--- src/rtl/rv32_multicycle_seq.sv ---
// rv32_multicycle_seq: FETCH/DECODE/EXEC/MEM/WB sequencer for the RV32I core.
// Gates memory, register-file write and PC update; halts on illegal/system/misaligned.
module rv32_multicycle_seq #(
   parameter logic [31:0] RESET_PC = 32'h0000_0000
) (
   input  logic        clk,
   input  logic        rst_n,
   output logic        imem_req,
   output logic [31:0] imem_addr,
   input  logic        imem_ready,
   input  logic [31:0] imem_rdata,
   output logic [31:0] inst,
   input  logic        RegWr,
   input  logic        MemWr,
   input  logic        MemtoReg,
   input  logic [31:0] next_pc,
   output logic [31:0] pc,
   output logic        dmem_req,
   output logic        dmem_we,
   input  logic        dmem_ready,
   output logic        rf_we,
   output logic        retire,
   output logic [31:0] instret,
   output logic        halted,
   output logic [1:0]  halt_cause
);

   typedef enum logic [2:0] {
      S_FETCH  = 3'd0,
      S_DECODE = 3'd1,
      S_EXEC   = 3'd2,
      S_MEM    = 3'd3,
      S_WB     = 3'd4,
      S_HALT   = 3'd5
   } state_t;

   localparam logic [1:0] C_ILLEGAL  = 2'd1;
   localparam logic [1:0] C_SYSTEM   = 2'd2;
   localparam logic [1:0] C_MISALIGN = 2'd3;

   state_t      r_state;
   logic [31:0] r_pc;
   logic [31:0] r_inst;
   logic [31:0] r_instret;
   logic [1:0]  r_cause;

   logic [6:0]  w_opcode;
   logic        w_legal;
   logic        w_system;
   logic        w_misalign;
   logic        w_in_fetch;
   logic        w_in_mem;
   logic        w_in_wb;
   logic        w_st_done;
   logic        w_commit;

   assign w_opcode = r_inst[6:0];

   // Classify the latched opcode into legal, system (ECALL/EBREAK) or illegal
   always_comb begin
      w_legal  = 1'b0;
      w_system = 1'b0;
      case (w_opcode)
         7'b0110011,
         7'b0010011,
         7'b0000011,
         7'b0100011,
         7'b1100011,
         7'b1101111,
         7'b1100111,
         7'b0010111,
         7'b0110111: w_legal  = 1'b1;
         7'b1110011: w_system = 1'b1;
         default:    w_legal  = 1'b0;
      endcase
   end

   assign w_misalign = |next_pc[1:0];
   assign w_in_fetch = (r_state == S_FETCH);
   assign w_in_mem   = (r_state == S_MEM);
   assign w_in_wb    = (r_state == S_WB);
   // A store commits from MEM on the completing data access
   assign w_st_done  = w_in_mem & dmem_ready & ~MemtoReg;
   assign w_commit   = (w_in_wb | w_st_done) & ~w_misalign;

   // Sequencer: state, PC, instruction register, retire counter, halt cause
   always_ff @(posedge clk or negedge rst_n) begin
      if (!rst_n) begin
         r_state   <= S_FETCH;
         r_pc      <= RESET_PC;
         r_inst    <= 32'd0;
         r_instret <= 32'd0;
         r_cause   <= 2'd0;
      end else begin
         case (r_state)
            S_FETCH: begin
               if (imem_ready) begin
                  r_inst  <= imem_rdata;
                  r_state <= S_DECODE;
               end
            end
            S_DECODE: begin
               if (w_system) begin
                  r_cause <= C_SYSTEM;
                  r_state <= S_HALT;
               end else if (!w_legal) begin
                  r_cause <= C_ILLEGAL;
                  r_state <= S_HALT;
               end else begin
                  r_state <= S_EXEC;
               end
            end
            S_EXEC: begin
               if (MemWr || MemtoReg) begin
                  r_state <= S_MEM;
               end else begin
                  r_state <= S_WB;
               end
            end
            S_MEM: begin
               if (dmem_ready) begin
                  if (MemtoReg) begin
                     r_state <= S_WB;
                  end else if (w_misalign) begin
                     r_cause <= C_MISALIGN;
                     r_state <= S_HALT;
                  end else begin
                     r_pc      <= next_pc;
                     r_instret <= r_instret + 32'd1;
                     r_state   <= S_FETCH;
                  end
               end
            end
            S_WB: begin
               if (w_misalign) begin
                  r_cause <= C_MISALIGN;
                  r_state <= S_HALT;
               end else begin
                  r_pc      <= next_pc;
                  r_instret <= r_instret + 32'd1;
                  r_state   <= S_FETCH;
               end
            end
            S_HALT: begin
               r_state <= S_HALT;
            end
            default: begin
               r_state <= S_FETCH;
            end
         endcase
      end
   end

   // The async reset forces FETCH, so gate the fetch request while reset is held
   assign imem_req   = rst_n & w_in_fetch;
   assign imem_addr  = r_pc;
   assign inst       = r_inst;
   assign pc         = r_pc;
   assign dmem_req   = w_in_mem;
   assign dmem_we    = w_in_mem & MemWr;
   assign rf_we      = w_in_wb & RegWr & ~w_misalign;
   assign retire     = w_commit;
   assign instret    = r_instret;
   assign halted     = (r_state == S_HALT);
   assign halt_cause = r_cause;

endmodule

--- config.mk ---
export PLATFORM = sky130hd
export DESIGN_NAME = rv32_multicycle_seq
export DESIGN_NICKNAME = d
export VERILOG_FILES = /design/src/rtl/rv32_multicycle_seq.sv
export SDC_FILE = /design/constraint.sdc
export NUM_CORES = 1
export LEC_CHECK = 0
export CAP_MARGIN = 20
export CELL_PAD_IN_SITES_DETAIL_PLACEMENT = 1
export CELL_PAD_IN_SITES_GLOBAL_PLACEMENT = 2
export CORE_UTILIZATION = 26
export CTS_BUF_LIST = sky130_fd_sc_hd__clkbuf_8 sky130_fd_sc_hd__clkbuf_16
export CTS_CLUSTER_SIZE = 16
export DETAILED_ROUTE_END_ITERATION = 10
export GPL_ROUTABILITY_DRIVEN = 0
export GPL_TIMING_DRIVEN = 0
export HOLD_SLACK_MARGIN = 0.08
export PLACE_DENSITY_LB_ADDON = 0.12
export SLEW_MARGIN = 5
export SYNTH_ARGS = -nofsm -noshare
export SYNTH_HDL_FRONTEND = slang
export SYNTH_SLANG_ARGS = --single-unit
--- constraint.sdc ---
create_clock -name clk -period 3.5 [get_ports clk]
set_input_delay 0.7 -clock clk [delete_from_list [all_inputs] [get_ports clk]]
set_output_delay 0.7 -clock clk [all_outputs]
set_load 0.01 [all_outputs]
* Word level (Yosys, flattened, before mapping)
Index checks and enable logic that the tools add are counted.
** Storage, ports and cells
- Register bits after elaboration :: 101
- Word-level logic and storage cells :: 69
** Cells by class
- Mux-type cells :: 24
- Add/sub/neg operators :: 1
- Reduce and logical (&&, ||, !) cells :: 10
- Equal/unequal tests :: 19
- Bitwise operators :: 10
** Operator list (count)
- two-way mux 32 bit :: 6
- case mux 32 bit (2 select lines) :: 2
- adder 32 x 1 -> 32 bit, second input constant :: 1
- equality test 7 bit, second input constant :: 4
- equality test 7 x 6 -> 1 bit, second input constant :: 3
- two-way mux 3 bit :: 7
- case mux 3 bit (6 select lines) :: 1
- equality test 7 x 5 -> 1 bit, second input constant :: 2
- two-way mux 2 bit :: 5
- OR reduction 9 bit :: 1
- bitwise AND 1 bit :: 7
- equality test 7 x 2 -> 1 bit, second input constant :: 1
- equality test 3 x 2 -> 1 bit, second input constant :: 2
- equality test 3 bit, second input constant :: 2
- inequality test 2 bit, second input constant :: 3
- case mux 2 bit (3 select lines) :: 1
- AND reduction 2 bit :: 2
- AND reduction 4 bit :: 1
- equality test 3 x 1 -> 1 bit, second input constant :: 1
- logical NOT 3 bit :: 1
- inequality test 3 bit, second input constant :: 1
- AND reduction 3 bit :: 1
- nonzero test 3 bit :: 1
- two-way mux 1 bit :: 2
- other kinds (5) :: 6

* Logic depth before layout (Yosys ltp)
Gate-level depths: netlist of the first run.
- Word-level depth :: 6
- Gate-level depth with buffers :: 8

* Least setup slack after synthesis of the first run
No wires, ideal clock.
- Kind :: input -> output
- Start point :: input next_pc[1]
- End point :: output retire
- Setup slack :: 1115 ps
- Cell stages on the path :: 5
- Path buffers :: 2
- Data arrival time :: 1685 ps
- Path through :: nor4b_1 a22oi_1 buf_2 clkinv_1 clkbuf_1
** On the way
- Word-level cells in the longest chain between the ends :: 3
** RTL lines
- start, declared :: line 16 : input logic [31:0] next_pc,
- OR reduction 2 bit :: line 78 : assign w_misalign = |next_pc[1:0];
- NOT 1 bit :: line 84 : assign w_commit = (w_in_wb | w_st_done) & ~w_misalign;
- bitwise AND 1 bit :: line 84
- end, declared :: line 22 : output logic retire,
Every way passes these cells.

* Worst setup path after layout of the first run
- Start point :: input dmem_ready
- End point :: output retire
** On the way
- Word-level cells in the longest chain between the ends :: 4
** RTL lines
- start, declared :: line 20 : input logic dmem_ready,
- bitwise AND 1 bit (2 in series) :: line 83 : assign w_st_done = w_in_mem & dmem_ready & ~MemtoReg;
- bitwise OR 1 bit :: line 84
- bitwise AND 1 bit :: line 84
Every way passes these cells.

==> summary.md, run 1 <==
| Metric | Value |
|---|---|
| Ant. Diodes | `0` |
| Total Nets Final | `723` |
| Setup Skew | `0.00636 ns` |
| Synthesized cell area | `0.00461 mm²` |
| Number of synthesized flops with an enable pin | `0` |
| Cell Pwr Density | `652 mW/mm²` |
| Hold WS | `0.276 ns` |
| WP data arrival | `2.62 ns` |
| Reg2Reg Depth | `7` |
| Worst r2r src | `r_state[2]` |
| CP Launch Type | `input pin` |
| Mapped Nets | `506` |
| Type of the worst setup path | `input pin to output port` |
| Worst skew pair latency | `0.34 ns` |
| Dominant synthesized flop cell | `dfrtp_1` |
| RSZ-0062 raised after global routing | `no` |
| Core area | `0.0173 mm²` |
| Register bit total from synthesis | `101` |
| Ys async rst share | `1.00` |
| Pre-antenna DRT Iters | `4` |
| Leak | `3.38 nW` |
| Crit-path most repeated cell | `clkdlybuf4s50_1` |
| Placement Rows | `48` |
| Peak supply drop | `0.000314 V` |
| Crit path capture type | `output port` |
| Post-route antenna net violation count | `0` |
| Initial Util | `0.266` |
| Number of global-route vias before repair | `4098` |
| Clock slew at reported path FFs | `0.07 ns` |
| CTS Root Cell | `clkbuf_16` |
| Vias per Instance | `4.34` |
| Crit-path slowest cell | `clkdlybuf4s50_1` |
| CTS Buffer Depth | `2` |
| First-pass GRT wire length | `22000 µm` |
| Largest net degree at the start of global routing | `61` |
| Critical path buffer and inverter count | `4` |
| CTS Hold Bufs | `0` |
| R2R Path End | `instret[21]` |
| Die W | `135 µm` |
| Worst-path cell chain | `clkdlybuf4s50_1 -> nor4b_2 -> a22oi_1 -> clkbuf_4 -> clkinv_4 -> clkdlybuf4s50_1` |
| WP data required | `2.80 ns` |
| Ports | `207` |
| Period utilization | `0.950` |
| Cell Area, Placed | `0.00698 mm²` |
| Yosys cell types | `45` |
| Worst-path maximum fanout | `16` |
| Sequential-to-total area share from yosys stat | `0.548` |
| Grt ovf | `0` |
| TritonCTS clock tree | `built` |
| Synth Area per Inst | `10.6 µm²` |
| Cell family with most CP delay | `buffers and inverters` |
| R2R Setup Slk | `1.18 ns` |
| Residual DRC | `0` |
| Initial antenna violation count | `0` |
| Slew headroom | `0.616` |
| Util after Layout | `0.422` |
| FILL cells | `1919` |
| FMAX | `301 MHz` |
| Syn. warnings | `0` |
| Worst slew pin tran | `0.576 ns` |
| Tmin final | `3.32 ns` |
| Outcome | `complete, no violations` |
| H-tree levels | `3` |
| Share of cells above drive strength 1 | `0.162` |
| Final hold vios | `0` |
| Detailed Place HPWL | `10300 µm` |
| CTS sink count | `101` |
| Vias | `3817` |
| Post-route cell area | `0.00730 mm²` |
| Max stage delay on crit path | `0.52 ns` |
| Final WL | `13600 µm` |
| Global Route Usage Sum | `0.156` |
| DR WL/cell | `15.4 µm` |
| PortBufs | `206` |
| Die ar. | `0.0183 mm²` |
| Number of max-cap violations | `0` |
| Final Max Slew Viols | `0` |
| P&R area growth vs syn | `58.4%` |
| Die H | `135 µm` |
| Syn Inst Count | `434` |
| # setup viols final | `0` |
| Total CTS buffers | `9` |
| Iter 0 DRT Violations | `102` |
| Worst min-delay path category | `input pin to asynchronous set/reset pin` |
| Post-CTS setup buffers | `0` |
==> layout by cell type (no fill, tap or decap), types with 7 or more instances in the layout <==
| cell | instances |
|---|---|
| clkdlybuf4s50_1 | 205 |
| nand2_1 | 113 |
| dfrtp_1 | 101 |
| buf_4 | 33 |
| mux2_2 | 33 |
| xor2_1 | 19 |
| nor2_1 | 14 |
| xnor2_1 | 12 |
| nor3_1 | 11 |
| and3_1 | 10 |
| clkbuf_16 | 9 |
| inv_1 | 8 |
| nand4_1 | 8 |
| clkbuf_1 | 7 |
==> per-stage QoR <==
step           std cells  setup TNS [ns]  setup WS, ns  power, mW
6_report             880               0         0.176       4.76
5_1_grt              880               0        0.0542       5.04
4_1_cts              880               0        0.0781       4.85
3_5_place_dp         866          -0.405        -0.405       3.76
3_3_place_gp         865         -246.36         -2.93       3.70
2_1_floorplan        434               0          1.12       2.51
==> state kept, by name, summed over array words and instances (netlist names) <==
name / flops
instret: 32
halt_cause: 2
r_state: 3
imem_addr: 32
inst: 32
==> layer usage <==
metal,global-route usage,part of all wire,vias up
met4,0.0599,0.018,0
met1,0.196,0.42,1874
met2,0.258,0.51,103
met5,0,0,-
li1,-,-,1822
met3,0.0397,0.055,18
==> repair_timing <==
action / CTS / global route
pin swaps: 0 / 0
gates resized for setup: 2 / 2
endpoints found under the hold margin: 0 / 0
endpoints found under the setup margin: 1 / 1
==> worst max path at each step <==
stage,start,to,cells after the start
3_5_place_dp,dmem_ready,retire,7
3_3_place_gp,rst_n,imem_req,3
2_1_floorplan,next_pc[1],retire,5
4_1_cts,dmem_ready,retire,6
5_1_grt,dmem_ready,retire,6
6_report,dmem_ready,retire,6
==> cell type report <==
type	count	area [µm²]	area share
Timing Repair Buffer	207	2090	0.286
Clock buffer	12	267	0.0365
Tap cell	225	282	0.0386
Buffer	47	319	0.0437
Clock inverter	3	43.8	0.00600
Inverter	9	38.8	0.00531
Multi-Input combinational cell	276	1730	0.237
Sequential cell	101	2530	0.346
==> cell families after synthesis <==
logic type,synth area share
adders and majority gates,0.00271
and+or+nand+nor,0.203
xor gates and xnor gates,0.0589
AOI/OAI and AO/OA,0.0274
buffers and inverters,0.0768
DFF,0.548
muxes,0.0828
==> synth_stat cells (all sizes together) (2+ instances only) <==
cell type / count / area [µm²]
nand4: 8 / 50.1
o22ai: 3 / 18.8
and2: 6 / 38.8
nand2b: 2 / 12.5
xor2: 19 / 166
nor2: 14 / 52.6
buf: 40 / 290
or3: 4 / 27.5
or4: 2 / 22.5
mux2: 33 / 372
o21ai: 4 / 20.0
nand2: 113 / 424
and3: 12 / 77.6
dfrtp: 101 / 2530
clkbuf: 8 / 30.0
nand3: 6 / 30.0
nor3: 18 / 131
inv: 8 / 30.0
a31oi: 2 / 27.5
a21oi: 4 / 20.0
xnor2: 12 / 105
==> where the power goes <==
part           total, mW  internal, mW  switching [mW]
registers           1.79          1.51           0.283
logic               1.92          1.25           0.668
clock network       1.04         0.610           0.435
(Power assumes the default switching activity.)
==> run 2, diff against run 1 <==
- CORE_MARGIN: unset -> 2
- RECOVER_POWER: unset -> 25
==> run 2 against run 1 <==
Die area grew 3.0%. Via count shrank 0.47%. Largest power group unchanged. Fmax shrank 0.81%. Final cell count grew 0.11%. First-iteration DRC count shrank 36%. Non-clock buffer count is the same. Wire length grew 1.3%. Sequential cell count is the same. Sequential share of layout area shrank 0.14 points. Cell area grew 0.39%.
==> summary.md, run 2 (same netlist as run 1, synthesis figures left out) <==
| Metric | Value |
|---|---|
| Outcome | `complete, no violations` |
| Ports | `207` |
| Pre-antenna DRT Iters | `4` |
| CTS Buffer Depth | `2` |
| Period utilization | `0.958` |
| Ant. Diodes | `0` |
| First-pass GRT wire length | `21900 µm` |
| H-tree levels | `3` |
| Post-CTS setup buffers | `0` |
| WP data required | `2.80 ns` |
| WP data arrival | `2.65 ns` |
| Worst skew pair latency | `0.35 ns` |
| RSZ-0062 raised after global routing | `no` |
| Grt met2 use | `0.256` |
| CTS Root Cell | `clkbuf_16` |
| Final WL | `13700 µm` |
| Setup Skew | `0.0109 ns` |
| FILL cells | `1913` |
| Post-route antenna net violation count | `0` |
| Total Nets Final | `723` |
| Hold WS | `0.282 ns` |
| Worst slew pin tran | `0.604 ns` |
| Type of the worst setup path | `input pin to output port` |
| Routing usage on met1 | `0.181` |
| DR WL/cell | `15.6 µm` |
| Final hold vios | `0` |
| Final Max Slew Viols | `0` |
| Number of max-cap violations | `0` |
| Crit path capture type | `output port` |
| Global Route Usage Sum | `0.151` |
| CTS Hold Bufs | `0` |
| Total CTS buffers | `9` |
| CP Launch Type | `input pin` |
| Most common cell after layout, fill and taps aside | `clkdlybuf4s50_1` |
| Cell Pwr Density | `665 mW/mm²` |
| Most frequent cells in the layout | `clkdlybuf4s50_1 (205), nand2_1 (113), dfrtp_1 (101)` |
| Die H | `137 µm` |
| # setup viols final | `0` |
| Grt ovf | `0` |
| Largest net degree at the start of global routing | `53` |
| Slew headroom | `0.598` |
| Iter 0 DRT Violations | `65` |
| Share of cells above drive strength 1 | `0.162` |
| Setup TNS | `0 ns` |
| Clock slew at reported path FFs | `0.07 ns` |
| Global route hottest layer | `met2` |
| Tmin final | `3.35 ns` |
| PortBufs | `206` |
| Leak | `3.39 nW` |
| P&R area growth vs syn | `59.1%` |
| Die ar. | `0.0188 mm²` |
| Util after Layout | `0.424` |
| Placement Rows | `48` |
| Peak supply drop | `0.000324 V` |
| CTS sink count | `101` |
| Worst min-delay path category | `input pin to asynchronous set/reset pin` |
| Detailed Place HPWL | `10500 µm` |
| Worst-path maximum fanout | `16` |
| Initial Util | `0.266` |
| R2R Setup Slk | `1.21 ns` |
| Initial antenna violation count | `0` |
| PostCTS Resize Cnt | `2` |
| Vias | `3799` |
| Die W | `137 µm` |
| FMAX | `298 MHz` |
| TritonCTS clock tree | `built` |
| Core area | `0.0173 mm²` |
| Number of global-route vias before repair | `4211` |
| Residual DRC | `0` |
| Met3 Usage GRT | `0.0433` |
| Vias per Instance | `4.31` |
-- run 2: changes by cell type in the layout (fill, tap and decap cells not counted) --
cell,previous run,this run
bufinv_16,1,3
clkbuf_8,3,0
clkinv_4,2,1
clkinvlp_4,0,1
inv_6,0,2
nor4b_1,0,1
nor4b_2,1,0
-- run 2: critical path, stage by stage --
cell,delay (ns)
clkdlybuf4s50_1,0.59
nor4b_1,0.26
a22oi_1,0.15
clkbuf_4,0.24
clkinv_4,0.14
clkdlybuf4s50_1,0.57
-- run 2: routing by layer --
layer | wire length, µm | part of all wire | vias to the layer above
li1 | - | - | 1823
met1 | 5660 | 0.41 | 1863
met2 | 6980 | 0.51 | 99
met3 | 886 | 0.064 | 14
met4 | 222 | 0.016 | 0
met5 | 0 | 0 | -
-- run 2: layout make-up --
class,count,area [µm²],area share
Inverter,9,38.8,0.00529
Clock buffer,9,225,0.0307
Buffer,47,319,0.0435
Clock inverter,7,120,0.0164
Timing Repair Buffer,207,2090,0.285
Sequential cell,101,2530,0.345
Tap cell,225,282,0.0384
Multi-Input combinational cell,276,1730,0.236
-- run 2: final timing paths --
kind	depth (start not counted)	startpoint	endpoint
max	6	dmem_ready	retire
min reg2reg	1	instret[31]	instret[31]
min in group clk	1	instret[31]	instret[31]
max in group asynchronous	2	rst_n	inst[31]
min	1	rst_n	instret[11]
max reg2reg	7	r_state[2]	instret[15]
-- run 2: power breakdown --
part           total (mW)  switching [mW]  internal (mW)
sequential           1.78           0.272           1.51
clock                1.17           0.470          0.703
combinational        1.92           0.670           1.25
total                4.88            1.41           3.46
-- run 2: through the flow --
step	instances	area [µm²]	worst slack, ns	power (mW)
6_report	881	7330	0.148	4.88
5_1_grt	881	7330	0.00567	5.16
4_1_cts	881	7330	0.0594	4.97
3_5_place_dp	866	6980	-0.383	3.76
3_3_place_gp	865	6950	-2.93	3.71
2_1_floorplan	434	4610	1.12	2.51
==> run 3, diff against run 2 <==
- CELL_PAD_IN_SITES_DETAIL_PLACEMENT: 1 -> unset
- CELL_PAD_IN_SITES_GLOBAL_PLACEMENT: 2 -> unset
- CORE_UTILIZATION: 26 -> 38
- SLEW_MARGIN: 5 -> 20
- clock period: 3.5 -> 3 ns (I/O delays scaled with it)
==> run 3 against run 2 <==
Hold slack lost 0.087 ns. Clock skew shrank 0.0058 ns. Critical path depth is the same. Utilization grew 18 points. Total power grew 11%. Non-clock buffer count grew 1. Via count is essentially flat. Final cell count shrank 8.7%. Sequential share of layout area grew 0.63 points. Wire length shrank 16%. Sequential cell count is the same. First-iteration DRC count grew 110%. Largest power group unchanged.
==> summary.md, run 3 (same netlist as run 1, synthesis figures left out) <==
| Metric | Value |
|---|---|
| Detailed Place HPWL | `8920 µm` |
| Clock slew at reported path FFs | `0.06 ns` |
| Crit path capture type | `output port` |
| First-pass GRT wire length | `18600 µm` |
| Type of the worst setup path | `input pin to output port` |
| Peak supply drop | `0.000569 V` |
| P&R area growth vs syn | `56.2%` |
| Slew headroom | `0.645` |
| Worst skew pair latency | `0.34 ns` |
| Reg power frac | `0.380` |
| CP Launch Type | `input pin` |
| Final WL | `11500 µm` |
| Internal power | `3.88 mW` |
| Residual DRC | `0` |
| CTS sink count | `101` |
| Total Nets Final | `724` |
| Setup TNS | `0 ns` |
| Vias | `3797` |
| Largest net degree at the start of global routing | `56` |
| Ports | `207` |
| Most frequent cells in the layout | `clkdlybuf4s50_1 (204), nand2_1 (113), dfrtp_1 (101)` |
| Global Route Usage Sum | `0.180` |
| Setup Skew | `0.00515 ns` |
| Switching Fraction | `0.283` |
| Hold WS | `0.195 ns` |
| Post-route insts no fill | `804` |
| Period utilization | `0.972` |
| Pre-antenna DRT Iters | `6` |
| TritonCTS clock tree | `built` |
| FILL cells | `1044` |
| Number of global-route vias before repair | `3661` |
| Post-route antenna net violation count | `0` |
| Initial Util | `0.387` |
| WP data required | `2.40 ns` |
| Worst r2r src | `r_state[2]` |
| # setup viols final | `0` |
| Placement Rows | `40` |
| Number of max-cap violations | `0` |
| CTS Root Cell | `clkbuf_16` |
| PortBufs | `206` |
| FMAX | `343 MHz` |
| Iter 0 DRT Violations | `134` |
| Die W | `114 µm` |
| Tmin final | `2.91 ns` |
| Comb power frac | `0.410` |
| CTS Hold Bufs | `0` |
| Cell Pwr Density | `752 mW/mm²` |
| Grt ovf | `0` |
| Leak | `3.38 nW` |
| CTS Buffer Depth | `2` |
| Worst-path maximum fanout | `16` |
| CP Launch Point | `next_pc[1]` |
| Outcome | `complete, no violations` |
| Pre-CTS setup slack | `-0.625 ns` |
| DR WL/cell | `14.4 µm` |
| Cells after DPL | `788` |
| Die ar. | `0.0130 mm²` |
| Worst min-delay path category | `input pin to asynchronous set/reset pin` |
| Clock share of power | `0.210` |
| Core area | `0.0119 mm²` |
| Cell Area, Placed | `0.00688 mm²` |
| Post-route cell area | `0.00720 mm²` |
| Initial antenna violation count | `0` |
| Ant. Diodes | `0` |
| WP data arrival | `2.31 ns` |
| Total CTS buffers | `9` |
| RSZ-0062 raised after global routing | `no` |
| Vias per Instance | `4.72` |
| Final hold vios | `0` |
| Final Max Slew Viols | `0` |
| Share of cells above drive strength 1 | `0.163` |
| Sw power | `1.53 mW` |
| Worst slew pin tran | `0.530 ns` |
| Post-route worst setup slack | `0.0854 ns` |
| Die H | `114 µm` |
| H-tree levels | `3` |
| Most common cell after layout, fill and taps aside | `clkdlybuf4s50_1` |
## run 3: cell types whose count changed in the layout (fill, tap and decap cells not counted), sizes merged
cell,before,now
clkdlybuf4s50,205,204
dlygate4sd2,0,1
clkinv,2,3
buf,41,43
bufinv,3,1
## run 3: power by group through the flow
| stage | sequential, mW | combinational (mW) | clock, mW |
|---|---|---|---|
| after floorplan | 2.24 | 0.685 | 0 |
| after global placement | 2.07 | 2.21 | 0 |
| after detailed placement | 2.09 | 2.24 | 0 |
| after CTS | 2.07 | 2.25 | 1.18 |
| after global routing | 2.12 | 2.37 | 1.23 |
| final | 2.06 | 2.22 | 1.14 |
## run 3: through the flow
stage / power, mW / utilization
detailed placement: 4.34 / 0.578
floorplan: 2.92 / -
global placement: 4.29 / 0.575
finish: 5.42 / 0.604
global route: 5.72 / 0.604
CTS: 5.50 / 0.604
## run 3: area by class of cell
type | instances | area (µm²) | share of cell area
Buffer | 47 | 319 | 0.0443
Clock buffer | 10 | 239 | 0.0332
Clock inverter | 6 | 55.1 | 0.00765
Inverter | 9 | 38.8 | 0.00539
Multi-Input combinational cell | 276 | 1740 | 0.241
Sequential cell | 101 | 2530 | 0.351
Tap cell | 147 | 184 | 0.0256
Timing Repair Buffer | 208 | 2100 | 0.291
## run 3: final timing paths
kind | cells past startpoint | slack, ns | end
setup / recovery | 6 | 0.09 | retire
hold / removal | 1 | 0.20 | imem_addr[3]
setup reg to reg | 8 | 0.67 | instret[11]
hold reg to reg | 1 | 0.47 | instret[31]
max in group asynchronous | 2 | 2.18 | inst[30]
min in group clk | 1 | 0.47 | instret[31]
## run 3: repair_timing
item / CTS / global route
setup buffers: 1 / 0
resized for setup: 5 / 1
setup endpoints to repair: 1 / 1
pin swaps: 0 / 0
## run 3: critical path, stage by stage
cell	delay (ns)
clkdlybuf4s50_1	0.46
nor4b_2	0.31
a22oi_2	0.10
buf_4	0.17
clkinv_4	0.10
clkdlybuf4s50_1	0.56
## run 3: layer usage
metal / vias up / part of all wire / track usage
met4: 0 / 0.015 / 0.0512
met1: 1848 / 0.39 / 0.210
met2: 100 / 0.54 / 0.321
met5: - / 0 / 0
li1: 1837 / - / -
met3: 12 / 0.059 / 0.0540
